==> config.mk <==
export PLATFORM = sky130hd
export DESIGN_NAME = data_mem_arbiter
export DESIGN_NICKNAME = d
export VERILOG_FILES = /design/src/rtl/data_mem_arbiter_pkg.sv /design/src/rtl/data_mem_arbiter_rr_arbiter.sv /design/src/rtl/data_mem_arbiter.sv
export SDC_FILE = /design/constraint.sdc
export NUM_CORES = 1
export LEC_CHECK = 0
export ABC_AREA = 1
export BUFFER_PORTS_ARGS = -buffer_cell sky130_fd_sc_hd__buf_4
export CORE_AREA = 2 2 109 111
export CTS_CLUSTER_DIAMETER = 50
export DETAILED_ROUTE_END_ITERATION = 7
export DIE_AREA = 0 0 111 113
export HOLD_SLACK_MARGIN = 0.02
export PLACE_DENSITY = 0.75
export SLEW_MARGIN = 5
export SYNTH_ARGS = -nofsm -noshare
export SYNTH_HDL_FRONTEND = slang
export SYNTH_SLANG_ARGS = --single-unit
==> constraint.sdc <==
create_clock -name clk_i -period 2.1 [get_ports clk_i]
set_input_delay 0.42 -clock clk_i [delete_from_list [all_inputs] [get_ports clk_i]]
set_output_delay 0.42 -clock clk_i [all_outputs]
set_load 0.02 [all_outputs]
==> src/rtl/data_mem_arbiter_pkg.sv <==
// Shared types and width helpers for the data-memory port arbiter.
// Widths here describe the default build; instances derive their own from parameters.
package data_arb_pkg;

    typedef enum logic [1:0] {
        ST_IDLE = 2'd0,
        ST_REQ  = 2'd1,
        ST_RESP = 2'd2
    } state_e;

    // Never returns 0 so a degenerate parameter still yields a legal vector.
    function automatic int unsigned clog2_min1(input int unsigned n);
        return (n <= 1) ? 1 : $clog2(n);
    endfunction

    localparam int unsigned NUM_REQ_DEF = 2;
    localparam int unsigned TIMEOUT_DEF = 255;
    localparam int unsigned OWNER_W     = clog2_min1(NUM_REQ_DEF);
    localparam int unsigned CNT_W       = clog2_min1(TIMEOUT_DEF + 1);

endpackage

==> src/rtl/data_mem_arbiter_rr_arbiter.sv <==
// Combinational round-robin pick: first requester at or above the pointer, else wrap to the lowest.
// Zero latency, no state; one-hot grant plus its index.
module rr_arbiter #(
    parameter int unsigned NUM_REQ = 2,
    parameter int unsigned IDX_W   = 1
) (
    input  logic [NUM_REQ-1:0] req_i,
    input  logic [IDX_W-1:0]   ptr_i,
    output logic [NUM_REQ-1:0] gnt_o,
    output logic [IDX_W-1:0]   idx_o,
    output logic               vld_o
);

    always_comb begin
        gnt_o = '0;
        idx_o = '0;
        vld_o = 1'b0;
        for (int i = 0; i < NUM_REQ; i++) begin
            if (!vld_o && req_i[i] && (IDX_W'(i) >= ptr_i)) begin
                vld_o    = 1'b1;
                gnt_o[i] = 1'b1;
                idx_o    = IDX_W'(i);
            end
        end
        for (int i = 0; i < NUM_REQ; i++) begin
            if (!vld_o && req_i[i] && (IDX_W'(i) < ptr_i)) begin
                vld_o    = 1'b1;
                gnt_o[i] = 1'b1;
                idx_o    = IDX_W'(i);
            end
        end
    end

endmodule

==> src/rtl/data_mem_arbiter.sv <==
// Shares one data-memory port among NUM_REQ requesters, one outstanding transaction, with a watchdog.
// Memory-side fields are captured at arbitration and held until the memory grants; responses route back combinationally.
module data_mem_arbiter
    import data_arb_pkg::*;
#(
    parameter int unsigned NUM_REQ        = NUM_REQ_DEF,
    parameter int unsigned TIMEOUT_CYCLES = TIMEOUT_DEF
) (
    input  logic                  clk_i,
    input  logic                  rst_i,
    input  logic [NUM_REQ-1:0]    req_i,
    input  logic [NUM_REQ-1:0]    we_i,
    input  logic [NUM_REQ*4-1:0]  be_i,
    input  logic [NUM_REQ*32-1:0] addr_i,
    input  logic [NUM_REQ*32-1:0] wdata_i,
    output logic [NUM_REQ-1:0]    gnt_o,
    output logic [NUM_REQ-1:0]    rvalid_o,
    output logic [31:0]           rdata_o,
    output logic                  err_o,
    output logic                  data_req_o,
    input  logic                  data_gnt_i,
    output logic                  data_we_o,
    output logic [3:0]            data_be_o,
    output logic [31:0]           data_addr_o,
    output logic [31:0]           data_wdata_o,
    input  logic                  data_rvalid_i,
    input  logic [31:0]           data_rdata_i,
    input  logic                  data_err_i
);

    localparam int unsigned   IW       = clog2_min1(NUM_REQ);
    localparam int unsigned   CW       = clog2_min1(TIMEOUT_CYCLES + 1);
    localparam logic [IW-1:0] LAST_IDX = IW'(NUM_REQ - 1);
    localparam logic [CW-1:0] TO_LIMIT = CW'(TIMEOUT_CYCLES);
    localparam bit            TO_EN    = (TIMEOUT_CYCLES != 0);

    state_e         state_q, state_d;
    logic [IW-1:0]  ptr_q, ptr_d;
    logic [IW-1:0]  owner_q, owner_d;
    logic [CW-1:0]  cnt_q, cnt_d;
    logic           data_req_q, data_req_d;
    logic           we_q, we_d;
    logic [3:0]     be_q, be_d;
    logic [31:0]    addr_q, addr_d;
    logic [31:0]    wdata_q, wdata_d;

    logic [NUM_REQ-1:0] win_oh;
    logic [IW-1:0]      win_idx;
    logic               win_vld;
    logic               sel_we;
    logic [3:0]         sel_be;
    logic [31:0]        sel_addr;
    logic [31:0]        sel_wdata;
    logic               expire;

    rr_arbiter #(
        .NUM_REQ (NUM_REQ),
        .IDX_W   (IW)
    ) u_rr (
        .req_i (req_i),
        .ptr_i (ptr_q),
        .gnt_o (win_oh),
        .idx_o (win_idx),
        .vld_o (win_vld)
    );

    // AND-OR mux of the winner's fields using the one-hot grant.
    always_comb begin
        sel_we    = 1'b0;
        sel_be    = '0;
        sel_addr  = '0;
        sel_wdata = '0;
        for (int i = 0; i < NUM_REQ; i++) begin
            if (win_oh[i]) begin
                sel_we    = sel_we    | we_i[i];
                sel_be    = sel_be    | be_i[i*4 +: 4];
                sel_addr  = sel_addr  | addr_i[i*32 +: 32];
                sel_wdata = sel_wdata | wdata_i[i*32 +: 32];
            end
        end
    end

    assign expire = TO_EN && (cnt_q == TO_LIMIT);

    always_comb begin
        state_d    = state_q;
        ptr_d      = ptr_q;
        owner_d    = owner_q;
        cnt_d      = cnt_q;
        data_req_d = data_req_q;
        we_d       = we_q;
        be_d       = be_q;
        addr_d     = addr_q;
        wdata_d    = wdata_q;
        gnt_o      = '0;
        rvalid_o   = '0;
        rdata_o    = '0;
        err_o      = 1'b0;

        case (state_q)
            ST_IDLE: begin
                if (win_vld) begin
                    we_d       = sel_we;
                    be_d       = sel_be;
                    addr_d     = sel_addr;
                    wdata_d    = sel_wdata;
                    owner_d    = win_idx;
                    ptr_d      = (win_idx == LAST_IDX) ? '0 : win_idx + IW'(1);
                    cnt_d      = '0;
                    data_req_d = 1'b1;
                    state_d    = ST_REQ;
                end
            end
            ST_REQ: begin
                cnt_d = cnt_q + CW'(1);
                // A grant on the expiry cycle takes priority over the watchdog.
                if (data_gnt_i) begin
                    gnt_o[owner_q] = 1'b1;
                    data_req_d     = 1'b0;
                    state_d        = ST_RESP;
                end else if (expire) begin
                    gnt_o[owner_q]    = 1'b1;
                    rvalid_o[owner_q] = 1'b1;
                    err_o             = 1'b1;
                    data_req_d        = 1'b0;
                    state_d           = ST_IDLE;
                end
            end
            ST_RESP: begin
                cnt_d = cnt_q + CW'(1);
                if (data_rvalid_i) begin
                    rvalid_o[owner_q] = 1'b1;
                    rdata_o           = data_rdata_i;
                    err_o             = data_err_i;
                    state_d           = ST_IDLE;
                end else if (expire) begin
                    rvalid_o[owner_q] = 1'b1;
                    err_o             = 1'b1;
                    state_d           = ST_IDLE;
                end
            end
            default: begin
                data_req_d = 1'b0;
                state_d    = ST_IDLE;
            end
        endcase
    end

    always_ff @(posedge clk_i) begin
        if (rst_i) begin
            state_q    <= ST_IDLE;
            ptr_q      <= '0;
            owner_q    <= '0;
            cnt_q      <= '0;
            data_req_q <= 1'b0;
            we_q       <= 1'b0;
            be_q       <= '0;
            addr_q     <= '0;
            wdata_q    <= '0;
        end else begin
            state_q    <= state_d;
            ptr_q      <= ptr_d;
            owner_q    <= owner_d;
            cnt_q      <= cnt_d;
            data_req_q <= data_req_d;
            we_q       <= we_d;
            be_q       <= be_d;
            addr_q     <= addr_d;
            wdata_q    <= wdata_d;
        end
    end

    assign data_req_o   = data_req_q;
    assign data_we_o    = we_q;
    assign data_be_o    = be_q;
    assign data_addr_o  = addr_q;
    assign data_wdata_o = wdata_q;

endmodule

==> results of run 1 <==
cell usage in the layout, fill, tap and decap left out:
cell        count
buf_4         299
nand2_1       286
a21oi_1        91
dfxtp_1        77
nand3_1        67
nor2_1         62
inv_1          48
clkbuf_16       9
inv_2           6
nand2_2         5
nor2_2          4
nand4_1         4
buf_6           4
buf_12          4
nand2_4         3
nor2_4          3
clkinv_2        3
dfxtp_4         3
o21ai_0         2
ha_1            2
ha_4            2
clkinvlp_4      2
dfxtp_2         2
o21ai_2         1
a21oi_2         1
nand3_2         1
a21oi_4         1
a211oi_1        1
o21bai_1        1
xor2_1          1
nand3b_1        1
xnor2_1         1
ha_2            1
clkbuf_8        1
clkbuf_1        1
power groups by stage:
stage	combinational [mW]	clock [mW]	sequential, mW
CTS	1.65	1.47	1.81
global placement	1.61	0	1.83
global route	1.81	1.54	1.83
finish	1.65	1.44	1.81
floorplan	0.770	0	2.00
detailed placement	1.62	0	1.83
worst register-to-register path: stages (launching register included):
cell	delay, ns
dfxtp_2	0.35
inv_2	0.06
buf_4	0.13
ha_1	0.31
buf_4	0.18
inv_1	0.10
nand2_1	0.08
nand2_1	0.20
nor2_1	0.08
nor2_1	0.09
nor2_1	0.04
Yosys cell counts, drive strengths merged:
master / number / area, um^2
a21oi: 93 / 477
xor2: 1 / 8.76
dfxtp: 82 / 1640
nor2: 69 / 262
xnor2: 1 / 8.76
nand3b: 1 / 7.51
nand3: 68 / 345
a211oi: 1 / 7.51
buf: 35 / 236
inv: 54 / 203
clkbuf: 14 / 52.6
nand2: 294 / 1120
o21bai: 1 / 7.51
ha: 5 / 62.6
nand4: 4 / 25.0
o21ai: 3 / 15.0
timing repair:
| action | in CTS | in global routing |
|---|---|---|
| pin swaps | 7 | 8 |
| gates resized for setup | 23 | 18 |
| setup buffers | 3 | 1 |
| setup endpoints to repair | 36 | 36 |
| cloned | 0 | 0 |
worst max-delay path by stage:
stage	slack [ns]	endpoint	depth (start not counted)
floorplan	0.25	err_o	7
global placement	0.16	err_o	9
detailed placement	0.13	err_o	9
CTS	0.009	rvalid_o[0]	9
global route	-0.02	rdata_o[6]	5
finish	0.04	rdata_o[6]	5
stage by stage:
stage	hold slack, ns	instances	util (%)	total power [mW]
2_1_floorplan	0.458	726	-	2.77
3_5_place_dp	0.456	1123	59.2	3.45
5_1_grt	0.345	1143	63.1	5.18
4_1_cts	0.333	1142	62.5	4.93
6_report	0.346	1143	63.1	4.90
3_3_place_gp	0.452	1123	59.2	3.43
cell families after synthesis:
family | after synthesis | synth area share [%]
DFF | 82 | 36.7
adders and majority gates | 5 | 1.40
buffers and inverters | 103 | 11.0
and+or+nand+nor | 436 | 39.2
AOI/OAI and AO/OA | 98 | 11.3
xor gates and xnor gates | 2 | 0.391
state kept, by name, summed over array words and instances (netlist names):
register      count
cnt_q             8
data_addr_o      32
data_be_o         4
data_req_o        1
data_wdata_o     32
data_we_o         1
owner_q           1
ptr_q             1
state_q           2
layer usage:
metal	track usage [%]	part of all wire [%]
met5	0	0
met4	8.50	2.2
met3	5.68	7.4
met2	43.8	49
met1	28.0	41
layout make-up:
cell class | instances | share of cell area (%)
clock buffer | 11 | 3.41
clock inverter | 5 | 0.422
inverter | 54 | 2.85
tap | 143 | 2.52
timing repair buffer | 307 | 33.3
multi-input combinational | 541 | 34.2
sequential | 82 | 23.3
==> reports/summary.txt, run 1 <==
status -> finished clean
largest net degree at the start of global routing -> 52
total number of H-tree levels -> 3
global-route wire length before repair -> 24700 um
CTS tree -> yes
Syn Nets -> 908
Setup WS post-layout -> 0.0443 ns
Slew @ Worst Pin -> 0.494 ns
cells on worst reg2reg path -> 10
hold depth -> 3
Rel. slew slack -> 67.1%
Syn Inst Count -> 726
IO Pins -> 284
Critical Path Source -> state_q[0]
Die W -> 111 um
Avg WL per Cell -> 13.6 um
Area Overhead vs Synth -> 58.8%
f_max -> 486 MHz
Clk pin slew, worst setup/hold paths -> 0.06 ns
drt initial violations -> 258
worst path arrival time -> 1.64 ns
Final Instance Area -> 7110 um^2
Int Pwr -> 3.25 mW
Clock Latency Late Sink -> 0.33 ns
pre-CTS setup slack -> 0.132 ns
Worst Path Required -> 1.68 ns
layout cells sized above 1 -> 35.5%
clk sinks -> 82
power density over the cells -> 689 nW/um^2
critical path type -> flop to primary output
sequential share of power -> 36.9%
fin crit share -> 97.9%
clock share of power -> 29.3%
DRT Pass-1 Iters -> 4
Max Buffers Root-to-Sink -> 2
Hold Startpoint -> addr_i[50]
post-layout minimum cycle time -> 2.06 ns
Setup crit end kind -> primary output
register area share after synthesis -> 36.7%
area of the multi-input gates -> 2430 um^2
CP delay by family, top -> simple AND/OR/NAND/NOR gates
routability-driven placement congestion ratio -> 0.840
leakage -> 3.68 nW
Port Buffers -> 283
dpl cell area -> 6680 um^2
antenna viol nets, final -> 0
Crit path largest cell delay -> 0.36 ns
setup_tns -> 0 ns
slowest CP cell -> dfxtp_4
Core ar. -> 11300 um^2
Unique masters post-synth -> 25
crit path cell chain -> inv_1, ha_2, nand2_2, nor2_1, buf_4
FF+latch count, synth -> 82
GRT Util Overall -> 24.2%
Worst Hold Endpoint -> data_addr_o[18]
initial core utilization -> 39.7%
CP Launch Type -> flop
Post-Syn Area -> 4480 um^2
ANT cells -> 0
max-slew violations -> 0
Sw Ratio -> 33.7%
Via Count -> 5467
worst hold path type -> primary input to flop
DRC viols -> 0
wirelength, routed -> 15600 um
fill count -> 1086
Setup-failing EPs final -> 0
combinational fraction of design power -> 33.7%
worst reg-to-reg setup slack -> 0.35 ns
Final nets -> 1177
Net Sw Power -> 1.65 mW
worst-path maximum fanout -> 5
FF+latch area -> 1660 um^2
row count -> 39
mean area per synthesized cell -> 6.16 um^2
detailed placement HPWL -> 11400 um
worst reg2reg endpoint -> cnt_q[6]
TritonCTS Buffers -> 9
Fin. Hold Viols -> 0
initial antenna violation count -> 0
grt total ovfl -> 0
die area -> 12500 um^2
vias in the first global route -> 5078
die height -> 113 um
YS warnings -> 0
CTS root buffer -> clkbuf_16
Post-CTS Hold Buffers -> 0
mean number of vias per cell -> 4.78
Worst Skew -> 0.00716 ns
Crit path buffers/inverters -> 2
Max Cap Viol -> 0
RR Startpoint -> state_q[1]
worst-case vdd ir drop -> 0.404 mV
(Power assumes the default switching activity.)
==> inputs of run 2 (changes only) <==
- CTS_CLUSTER_DIAMETER: 50 -> 80
- RECOVER_POWER: default -> 100
==> reports/summary.txt, run 2 (synthesized netlist as in run 1, its figures left out) <==
worst-path maximum fanout -> 4 (was 5)
number of non-filler instances in the completed layout -> 1143 (unchanged)
worst path arrival time -> 1.61 ns (was 1.64 ns)
wirelength, routed -> 15400 um (was 15600 um)
leakage -> 3.36 nW (was 3.68 nW)
power density over the cells -> 703 nW/um^2 (was 689 nW/um^2)
area of the multi-input gates -> 2420 um^2 (was 2430 um^2)
grt total ovfl -> 0 (unchanged)
most frequent cells in the layout -> nand2_1 (288), buf_4 (201), a21oi_1 (91) (was buf_4 (299), nand2_1 (286), a21oi_1 (91))
Fin. Hold Viols -> 0 (unchanged)
fin crit share -> 96.8% (was 97.9%)
DRC viols -> 0 (unchanged)
total number of H-tree levels -> 3 (unchanged)
TritonCTS Buffers -> 9 (unchanged)
total power -> 4.75 mW (was 4.90 mW)
CTS tree -> yes (unchanged)
max-slew violations -> 0 (unchanged)
crit path cell chain -> inv_2, ha_4, inv_2, nor2_4, nor2_1, o21ai_2, nand2_4, a21oi_2, buf_6 (was inv_1, ha_2, nand2_2, nor2_1, buf_4)
status -> finished clean (unchanged)
Setup crit end kind -> primary output (unchanged)
IO Pins -> 284 (unchanged)
initial antenna violation count -> 0 (unchanged)
Crit path largest cell delay -> 0.33 ns (was 0.36 ns)
DRT Pass-1 Iters -> 4 (unchanged)
layout cells sized above 1 -> 28.0% (was 35.5%)
Port Buffers -> 283 (unchanged)
CP Launch Type -> flop (unchanged)
Max Buffers Root-to-Sink -> 2 (unchanged)
Cells after DPL -> 1123 (unchanged)
commonest non-fill, non-tap cell in the layout -> nand2_1 (was buf_4)
Rel. slew slack -> 55.8% (was 67.1%)
Avg WL per Cell -> 13.5 um (was 13.6 um)
Crit path buffers/inverters -> 3 (was 2)
ANT cells -> 0 (unchanged)
drt initial violations -> 234 (was 258)
routability-driven placement congestion ratio -> 0.840 (unchanged)
clk sinks -> 82 (unchanged)
die area -> 12500 um^2 (unchanged)
fill count -> 1188 (was 1086)
final core utilization -> 59.9% (was 63.1%)
Area Overhead vs Synth -> 50.9% (was 58.8%)
Slew @ Worst Pin -> 0.662 ns (was 0.494 ns)
CP delay by family, top -> flip-flops (was simple AND/OR/NAND/NOR gates)
global-route wire length before repair -> 24700 um (unchanged)
Top cell by count, worst path -> inv_2
die height -> 113 um (unchanged)
Worst Skew -> 0.00892 ns (was 0.00716 ns)
vias in the first global route -> 5078 (unchanged)
critical path type -> flop to primary output (unchanged)
Via Count -> 5416 (was 5467)
mean number of vias per cell -> 4.74 (was 4.78)
Clock Latency Late Sink -> 0.33 ns (about the same)
Core ar. -> 11300 um^2 (unchanged)
Max Cap Viol -> 0 (unchanged)
post-layout minimum cycle time -> 2.03 ns (was 2.06 ns)
FF+latch area -> 1660 um^2 (unchanged)
pre-CTS setup slack -> 0.132 ns (unchanged)
row count -> 39 (unchanged)
slowest CP cell -> dfxtp_2 (was dfxtp_4)
CTS root buffer -> clkbuf_16 (unchanged)
worst hold path type -> primary input to flop (unchanged)
antenna viol nets, final -> 0 (unchanged)
worst-case vdd ir drop -> 0.387 mV (was 0.404 mV)
detailed placement HPWL -> 11400 um (unchanged)
Post-CTS Hold Buffers -> 0 (unchanged)
GRT Util Overall -> 24.2% (unchanged)
Setup-failing EPs final -> 0 (unchanged)
Setup WS post-layout -> 0.0668 ns (was 0.0443 ns)
Die W -> 111 um (unchanged)
largest net degree at the start of global routing -> 52 (unchanged)
initial core utilization -> 39.7% (unchanged)
f_max -> 492 MHz (was 486 MHz)
Worst Path Required -> 1.68 ns (about the same)
Final nets -> 1177 (unchanged)
Clk pin slew, worst setup/hold paths -> 0.06 ns (about the same)
-- run 2: cell types whose count changed in the layout (fill, tap and decap cells not counted), moves of 2 or more --
cell      before  now
buf_4        299  201
clkbuf_2       0   22
clkbuf_1       1   73
nand2_1      286  288
buf_2          0    4
-- run 2: layout make-up --
class                           count  area share [%]
Multi-Input combinational cell    541            35.8
Clock inverter                      5           0.445
Sequential cell                    82            24.5
Inverter                           54            3.00
Clock buffer                       11            3.59
Tap cell                          143            2.65
Timing Repair Buffer              307            30.0
-- run 2: per-layer routing --
layer	GRT usage, %	wire [um]	up-vias
li1	-	-	2815
met5	0	0	-
met3	5.68	1200	14
met2	43.8	7860	214
met4	8.50	220	0
met1	28.0	6170	2373
-- run 2: where the power goes --
part           internal, mW  switching, mW
Clock                 0.826          0.606
Sequential             1.72         0.0874
Combinational         0.573          0.939
Total                  3.12           1.63
-- run 2: through the flow --
step                hold slack (ns)  instance area [um^2]  setup TNS, ns
finish                        0.349                  6760              0
global route                  0.345                  6760       -0.00431
CTS                           0.333                  7040              0
detailed placement            0.456                  6680              0
global placement              0.452                  6680              0
floorplan                     0.458                  4480              0
-- run 2: what timing repair did --
| item | CTS | global route |
|---|---|---|
| setup buffers | 3 | 1 |
| pin swaps | 7 | 8 |
| gates resized for setup | 23 | 18 |
| endpoints found under the setup margin | 36 | 36 |
-- run 2: tightest hold or removal path: stages --
cell,delay (ns)
buf_4,0.11
nand2_1,0.05
a21oi_1,0.05
-- run 2: worst paths after layout --
| path | startpoint | to | slack (ns) | cells after the start |
|---|---|---|---|---|
| worst max-delay path | state_q[1] | err_o | 0.07 | 9 |
| worst min-delay path | addr_i[52] | data_addr_o[20] | 0.35 | 3 |
| worst max register to register | state_q[1] | cnt_q[3] | 0.20 | 9 |
| worst min register to register | data_req_o | data_req_o | 0.46 | 2 |
